**config.mk**
```make
export PLATFORM = sky130hd
export DESIGN_NAME = pipe_ctrl_flat
export DESIGN_NICKNAME = d
export VERILOG_FILES = /design/src/rtl/pipe_ctrl_if.sv /design/src/rtl/pipe_ctrl.sv /design/src/flat_wrapper.sv
export SDC_FILE = /design/constraint.sdc
export NUM_CORES = 1
export LEC_CHECK = 0
export ABC_CLOCK_PERIOD_IN_PS = 3000
export CORE_AREA = 3 3 85 87
export DETAILED_ROUTE_END_ITERATION = 10
export DIE_AREA = 0 0 88 90
export HOLD_SLACK_MARGIN = 0.05
export PLACE_DENSITY = 0.82
export SETUP_SLACK_MARGIN = 0.15
export SLEW_MARGIN = 20
export SYNTH_ARGS = -nofsm -noshare
export SYNTH_HDL_FRONTEND = slang
export SYNTH_SLANG_ARGS = --single-unit
```
**constraint.sdc**
```tcl
create_clock -name clk -period 3 [get_ports clk]
set_clock_uncertainty 0.05 [all_clocks]
set_input_delay 0.9 -clock clk [delete_from_list [all_inputs] [get_ports clk]]
set_output_delay 0.9 -clock clk [all_outputs]
set_load 0.05 [all_outputs]
```
**src/rtl/pipe_ctrl_if.sv**
```systemverilog
// Handshake bundle between the instruction source / datapath and pipe_ctrl.
// master drives the instruction word and freeze; slave (pipe_ctrl) drives the controls.
interface pipe_ctrl_if #(
    parameter int NREG = 32,
    parameter int IW   = 32
);
    logic [IW-1:0]   ibus;
    logic            hold;
    logic [NREG-1:0] Aselect;
    logic [NREG-1:0] Bselect;
    logic            Imm;
    logic [2:0]      S;
    logic            Cin;
    logic [NREG-1:0] Dselect;
    logic            illegal;
    logic            fwd_a;
    logic            fwd_b;

    modport master (
        output ibus, hold,
        input  Aselect, Bselect, Imm, S, Cin, Dselect, illegal, fwd_a, fwd_b
    );

    modport slave (
        input  ibus, hold,
        output Aselect, Bselect, Imm, S, Cin, Dselect, illegal, fwd_a, fwd_b
    );
endinterface

```
**src/rtl/pipe_ctrl.sv**
```systemverilog
// Decode and sequencing controller for a 3-stage MIPS32 datapath (IF/ID -> EX -> WB).
// Define PIPE_CTRL_FWD_EN to generate the rs/rt vs EX-destination forwarding detect.
module pipe_ctrl #(
    parameter int NREG = 32,
    parameter int IW   = 32
) (
    input logic        clk,
    input logic        reset,
    pipe_ctrl_if.slave bus
);

    function automatic logic [NREG-1:0] onehot(input logic [4:0] idx);
        onehot      = '0;
        onehot[idx] = 1'b1;
    endfunction

    logic [IW-1:0] if_instr;
    logic          if_valid;

    logic          ex_valid;
    logic [2:0]    ex_s;
    logic          ex_cin;
    logic          ex_imm;
    logic [4:0]    ex_dest;

    logic          wb_valid;
    logic [4:0]    wb_dest;

    logic [5:0]    op;
    logic [4:0]    rs;
    logic [4:0]    rt;
    logic [4:0]    rd;
    logic [5:0]    funct;
    logic          is_r;

    logic          dec_legal;
    logic [2:0]    dec_s;
    logic          dec_cin;
    logic          dec_imm;
    logic [4:0]    dec_dest;
    logic          id_ok;

    // shamt bits are never used by this instruction subset
    logic          instr_unused;

    assign op           = if_instr[31:26];
    assign rs           = if_instr[25:21];
    assign rt           = if_instr[20:16];
    assign rd           = if_instr[15:11];
    assign funct        = if_instr[5:0];
    assign is_r         = (op == 6'b000000);
    assign instr_unused = ^if_instr[10:6];

    always_ff @(posedge clk) begin
        if (reset) begin
            if_instr <= '0;
            if_valid <= 1'b0;
        end else if (!bus.hold) begin
            if_instr <= bus.ibus;
            if_valid <= 1'b1;
        end
    end

    always_comb begin
        dec_legal = 1'b0;
        dec_s     = 3'b000;
        dec_cin   = 1'b0;
        dec_imm   = 1'b0;
        dec_dest  = rt;
        if (is_r) begin
            dec_dest = rd;
            case (funct)
                6'b000011: begin dec_legal = 1'b1; dec_s = 3'b010; end
                6'b000010: begin dec_legal = 1'b1; dec_s = 3'b011; dec_cin = 1'b1; end
                6'b000001: begin dec_legal = 1'b1; dec_s = 3'b000; end
                6'b000111: begin dec_legal = 1'b1; dec_s = 3'b110; end
                6'b000100: begin dec_legal = 1'b1; dec_s = 3'b100; end
                default:   dec_legal = 1'b0;
            endcase
        end else begin
            dec_imm = 1'b1;
            case (op)
                6'b000011: begin dec_legal = 1'b1; dec_s = 3'b010; end
                6'b000010: begin dec_legal = 1'b1; dec_s = 3'b011; dec_cin = 1'b1; end
                6'b000001: begin dec_legal = 1'b1; dec_s = 3'b000; end
                6'b001111: begin dec_legal = 1'b1; dec_s = 3'b110; end
                6'b001100: begin dec_legal = 1'b1; dec_s = 3'b100; end
                default:   dec_legal = 1'b0;
            endcase
        end
    end

    assign id_ok       = if_valid & dec_legal;
    assign bus.illegal = if_valid & ~dec_legal;
    assign bus.Aselect = onehot(rs);
    // I-format reads R0 on the B port so the unused bbus is zero
    assign bus.Bselect = is_r ? onehot(rt) : onehot(5'd0);

    // Illegal words travel on as bubbles with neutral ALU controls
    always_ff @(posedge clk) begin
        if (reset) begin
            ex_valid <= 1'b0;
            ex_s     <= 3'b000;
            ex_cin   <= 1'b0;
            ex_imm   <= 1'b0;
            ex_dest  <= 5'd0;
        end else if (!bus.hold) begin
            ex_valid <= id_ok;
            ex_s     <= id_ok ? dec_s    : 3'b000;
            ex_cin   <= id_ok ? dec_cin  : 1'b0;
            ex_imm   <= id_ok ? dec_imm  : 1'b0;
            ex_dest  <= id_ok ? dec_dest : 5'd0;
        end
    end

    assign bus.S   = ex_s;
    assign bus.Cin = ex_cin;
    assign bus.Imm = ex_imm;

    always_ff @(posedge clk) begin
        if (reset) begin
            wb_valid <= 1'b0;
            wb_dest  <= 5'd0;
        end else if (!bus.hold) begin
            wb_valid <= ex_valid;
            wb_dest  <= ex_dest;
        end
    end

    assign bus.Dselect = (wb_valid && (wb_dest != 5'd0)) ? onehot(wb_dest) : '0;

`ifdef PIPE_CTRL_FWD_EN
    logic ex_hit;
    assign ex_hit    = ex_valid & (ex_dest != 5'd0);
    assign bus.fwd_a = id_ok & ex_hit & (rs == ex_dest);
    assign bus.fwd_b = id_ok & is_r & ex_hit & (rt == ex_dest);
`else
    assign bus.fwd_a = 1'b0;
    assign bus.fwd_b = 1'b0;
`endif

endmodule

```
**src/flat_wrapper.sv**
```systemverilog
// flat-port wrapper written by rule: the top's interface ports become plain ports
module pipe_ctrl_flat 
#(
    parameter int NREG = 32,
    parameter int IW   = 32
)
  (clk, reset, bus_ibus, bus_hold, bus_Aselect, bus_Bselect, bus_Imm, bus_S, bus_Cin, bus_Dselect, bus_illegal, bus_fwd_a, bus_fwd_b);
  pipe_ctrl_if #(.NREG(NREG), .IW(IW)) bus_i ();
  input logic clk;
  input logic reset;
  input wire logic [$bits(bus_i.ibus)-1:0] bus_ibus;
  input wire logic [$bits(bus_i.hold)-1:0] bus_hold;
  output wire logic [$bits(bus_i.Aselect)-1:0] bus_Aselect;
  output wire logic [$bits(bus_i.Bselect)-1:0] bus_Bselect;
  output wire logic [$bits(bus_i.Imm)-1:0] bus_Imm;
  output wire logic [$bits(bus_i.S)-1:0] bus_S;
  output wire logic [$bits(bus_i.Cin)-1:0] bus_Cin;
  output wire logic [$bits(bus_i.Dselect)-1:0] bus_Dselect;
  output wire logic [$bits(bus_i.illegal)-1:0] bus_illegal;
  output wire logic [$bits(bus_i.fwd_a)-1:0] bus_fwd_a;
  output wire logic [$bits(bus_i.fwd_b)-1:0] bus_fwd_b;
  assign bus_i.ibus = bus_ibus;
  assign bus_i.hold = bus_hold;
  assign bus_Aselect = bus_i.Aselect;
  assign bus_Bselect = bus_i.Bselect;
  assign bus_Imm = bus_i.Imm;
  assign bus_S = bus_i.S;
  assign bus_Cin = bus_i.Cin;
  assign bus_Dselect = bus_i.Dselect;
  assign bus_illegal = bus_i.illegal;
  assign bus_fwd_a = bus_i.fwd_a;
  assign bus_fwd_b = bus_i.fwd_b;
  pipe_ctrl #(.NREG(NREG), .IW(IW)) u_core (.clk(clk), .reset(reset), .bus(bus_i));
endmodule
```
After elaboration in Yosys (flattened, before gate mapping)
Index checks and enable logic that the tools add are counted.

Bits of input ports: 35. Flip-flop bits (word level): 50. Output and inout bits: 104.

Equal/unequal tests: 10. Muxes and demuxes: 23. Reduce and logical (&&, ||, !) cells: 8. Magnitude comparators: 6. Bitwise gates (word level): 3.

Operator list (number): two-way mux 32 bit (2); equality test 6 x 2 -> 1 bit, second input constant (4); case mux 3 bit (4 select lines) (2); < comparator 5 x 6 -> 1 bit, second input constant (3); demux 1 bit (select 5 bit) (3); >= comparator 5 x 1 -> 1 bit, second input constant (3); equality test 6 x 1 -> 1 bit, second input constant (2); equality test 6 x 3 -> 1 bit, second input constant (2); equality test 6 x 4 -> 1 bit, second input constant (2); two-way mux 1 bit (12); two-way mux 5 bit (2); OR reduction 5 bit (2); zero test 6 bit (1); two-way mux 3 bit (2); nonzero test 5 bit (1); logical AND 1 bit (4); AND 1 bit (2); NOT 1 bit (1).

Depth between registers and ports, before layout
Depth after elaboration: 6. Depth in mapped cells: 6. Depth with buffers taken out: 4.

Worst setup path after synthesis
No wires, ideal clock.

Path type: reg2out. Start: reg u_core.if_instr[31]. End: out bus_Bselect[16]. Arrival: 2.256 ns. Slack: -0.206 ns. Cell stages (with the launch flop): 7. Path buffers: 2. Cells stage by stage: dfxtp_1 > or4_4 > or3_1 > buf_2 > or3_1 > buf_4 > nor2_2.

Word-level cells in the longest chain between the ends: 2.

RTL lines: from (decl) (line pipe_ctrl.sv:17) `logic [IW-1:0] if_instr;`; from (signal assigned) (line pipe_ctrl.sv:59) `if_instr <= bus.ibus;`; zero test 6 bit (line pipe_ctrl.sv:51) `assign is_r = (op == 6'b000000);`; two-way mux 32 bit (line pipe_ctrl.sv:97) `assign bus.Bselect = is_r ? onehot(rt) : onehot(5'd0);`; to (decl) (line flat_wrapper.sv:14) `output wire logic [$bits(bus_i.Bselect)-1:0] bus_Bselect;`.

No other way between the ends.

Worst setup path after layout
Start: reg u_core.if_instr[31]. End: out bus_Bselect[12].

The elaborated chain is that of the path after synthesis.

==> metrics.txt <==
Hold Violations, Final=0; Final Cell Area=4500 µm²; Avg Vias per Cell=5.14; most frequent cell after synthesis=nor2_1; cell area after synthesis=2500 µm²; failing checks=setup timing; Synth Flop Type=dfxtp_1; I/O Pins=139; CP endpoint kind=primary output; asr flop ratio synth=0; Min Hold Slack=0.414 ns; top cells by area, synth=dfxtp_1 36%, nor2_1 19%, mux2i_1 15%; Area growth, synth to finish=79.9%; outcome=complete, but fails checks; Die X-Extent=88 µm; Rows=29; worst r2r src=u_core.if_instr[31]$_SDFFE_PP0N_; Max Cap Viol=0; CTS tree=done; crit start category=flop; Starting Density=0.389; drt drc=0; post-synthesis sequential area ratio=0.360; Cell variety after synth=40; GP Congestion=between 0.7 and 0.8; non-filler cells, final=543; RSZ-0062 raised after global routing=yes; Tcrit/Tclk final=1.09; Least-Margin Pin Slew=roughly 0.66 ns; CP Class=flop to primary output; Setup TNS=-3.96 ns; chip height=about 90 µm; first-pass GRT wire length=13.5 mm; worst rel slew slack=0.555; Final WS setup=-0.257 ns; vias after detailed routing=around 2.8k; Post-Route WL=~8.5 mm; Worst VDD drop=around 0.00023 V; Slew Viols, Final=0; top cells by count, synth=128 x nor2_1, 45 x dfxtp_1, 38 x mux2i_1; core area=6420 µm²; Worst EP required=2.05 ns; Worst Setup SP=u_core.if_instr[31]$_SDFFE_PP0N_; PwrDens=315 nW/µm²; Fill cells=511; top cell type by total area after synthesis=dfxtp_1; largest net degree at the start of global routing=46; number of global-route vias before repair=approximately 2.6k; Antenna Violating Nets Remaining=0; layout cells sized above 1=0.270; CTS max path bufs=2; DR WL/cell=about 16 µm; Post-synth EDFFs=0; Die ar.=7920 µm²; root buf cell=clkbuf_8; Post-Syn Instances=around 340; Placed Area=4270 µm²; GRT Overall Usage=0.208; yosys warns=0; clock sink count=between 40 and 50; Max Fclk=about 310 MHz; Arr. time, crit path=2.31 ns; fin util=0.701; dpl ws=~0.042 ns; hold_sp=u_core.ex_dest[4]$_SDFFE_PP0N_; DP HPWL=approximately 6.2 mm; Worst-path clk slew=0.09 ns; nets@finish=500; crit-path max FO=7; initial antenna violation count=0; Port Buffers=130; htree depth=2; Skew-Pair Late Insertion Delay=~0.30 ns; total power=1.42 mW; synthesized flop and latch total=45; Synth Area per Inst=7.44 µm²; time the worst path needs with I/O delays and setup=~3.3 ns; DRT Pass-1 Iters=4; grt ovf=0; ant diodes=0; Hold Path Class=flop to flop; DR iter-0 viols=around 220; Leakage=1.98 nW; Inst Count DP=528; share of the synthesized area in the top cell type=0.360; final setup fails=32; CTS buffer count=5
cell type report:
| type | count | area [µm²] | share of cell area |
|---|---|---|---|
| Inverter | 3 | 11.3 | 0.00250 |
| Multi-Input combinational cell | 262 | 1710 | 0.380 |
| Clock inverter | 3 | 25.0 | 0.00556 |
| Clock buffer | 5 | 68.8 | 0.0153 |
| Sequential cell | 45 | 902 | 0.200 |
| Tap cell | 77 | 96.3 | 0.0214 |
| Timing Repair Buffer | 148 | 1690 | 0.375 |
cells by family (layout without fill, tap and decap cells):
kind of cell	after synthesis	after routing	synth area share
muxes	38	38	0.152
DFF	45	45	0.360
AOI/OAI and AO/OA	22	22	0.0740
other	1	3	0.00150
buffers and inverters	31	159	0.0530
and+or+nand+nor	196	196	0.349
xor gates and xnor gates	3	3	0.0105
power breakdown:
| part | switching, mW | total [mW] | internal (mW) |
|---|---|---|---|
| clock | 0.221 | 0.389 | 0.168 |
| sequential | 0.0339 | 0.656 | 0.622 |
| combinational | 0.212 | 0.374 | 0.162 |
cells in the final DEF (no fill, tap or decap), types with 2 or more instances in the layout:
cell and n:
buf_4 37, dlymetal6s2s_1 3, clkbuf_8 5, nor2_4 31, xor2_1 2, buf_6 2, a21oi_1 2, buf_12 34
nor2_1 103, buf_2 2, nand2_1 20, clkdlybuf4s50_1 32, conb_1 3, or3_1 3, nand3b_1 9, dlygate4sd2_1 37
o41ai_1 11, dfxtp_1 44, or3_4 2, nand3_1 8, inv_1 2, nand2b_1 5, mux2i_1 38, or3b_2 2
nor2b_1 3
registers in the layout, summed over array words and instances, names as in the netlist:
register and flops:
u_core.if_instr 27, u_core.bus.Cin 1, u_core.bus.Imm 1, u_core.if_valid 1
u_core.ex_dest 5, u_core.ex_valid 1, u_core.wb_valid 1, u_core.bus.S 3
u_core.wb_dest 5
critical path, stage by stage (launching register included):
cell and delay (ns):
dfxtp_2 0.34, or4_4 0.53, or3_4 0.34, or3_4 0.35, buf_12 0.16, nor2_4 0.11
buf_12 0.15
metal layers:
metal,vias up,part of all wire,track usage
met4,0,0.012,0.0384
met5,-,0,0
li1,1371,-,-
met1,1309,0.39,0.241
met2,103,0.52,0.373
met3,10,0.074,0.0612
final timing paths:
check | to | slack, ns | cells past startpoint
max | bus_Bselect[12] | -0.26 | 6
min | u_core.ex_dest[4]$_SDFFE_PP0N_ | 0.41 | 2
max reg2reg | u_core.bus.S[2]$_SDFFE_PP0N_ | 0.66 | 7
min reg2reg | u_core.ex_dest[4]$_SDFFE_PP0N_ | 0.41 | 2
what timing repair did:
action	4_1_cts	5_1_grt
endpoints found under the setup margin	69	36
pin swaps	12	7
hold buffers	0	0
hold endpoints to repair	0	0
setup buffers	2	5
resized for setup	56	10
gates cloned	0	0
Note: power is estimated with default switching activity, not from simulation.
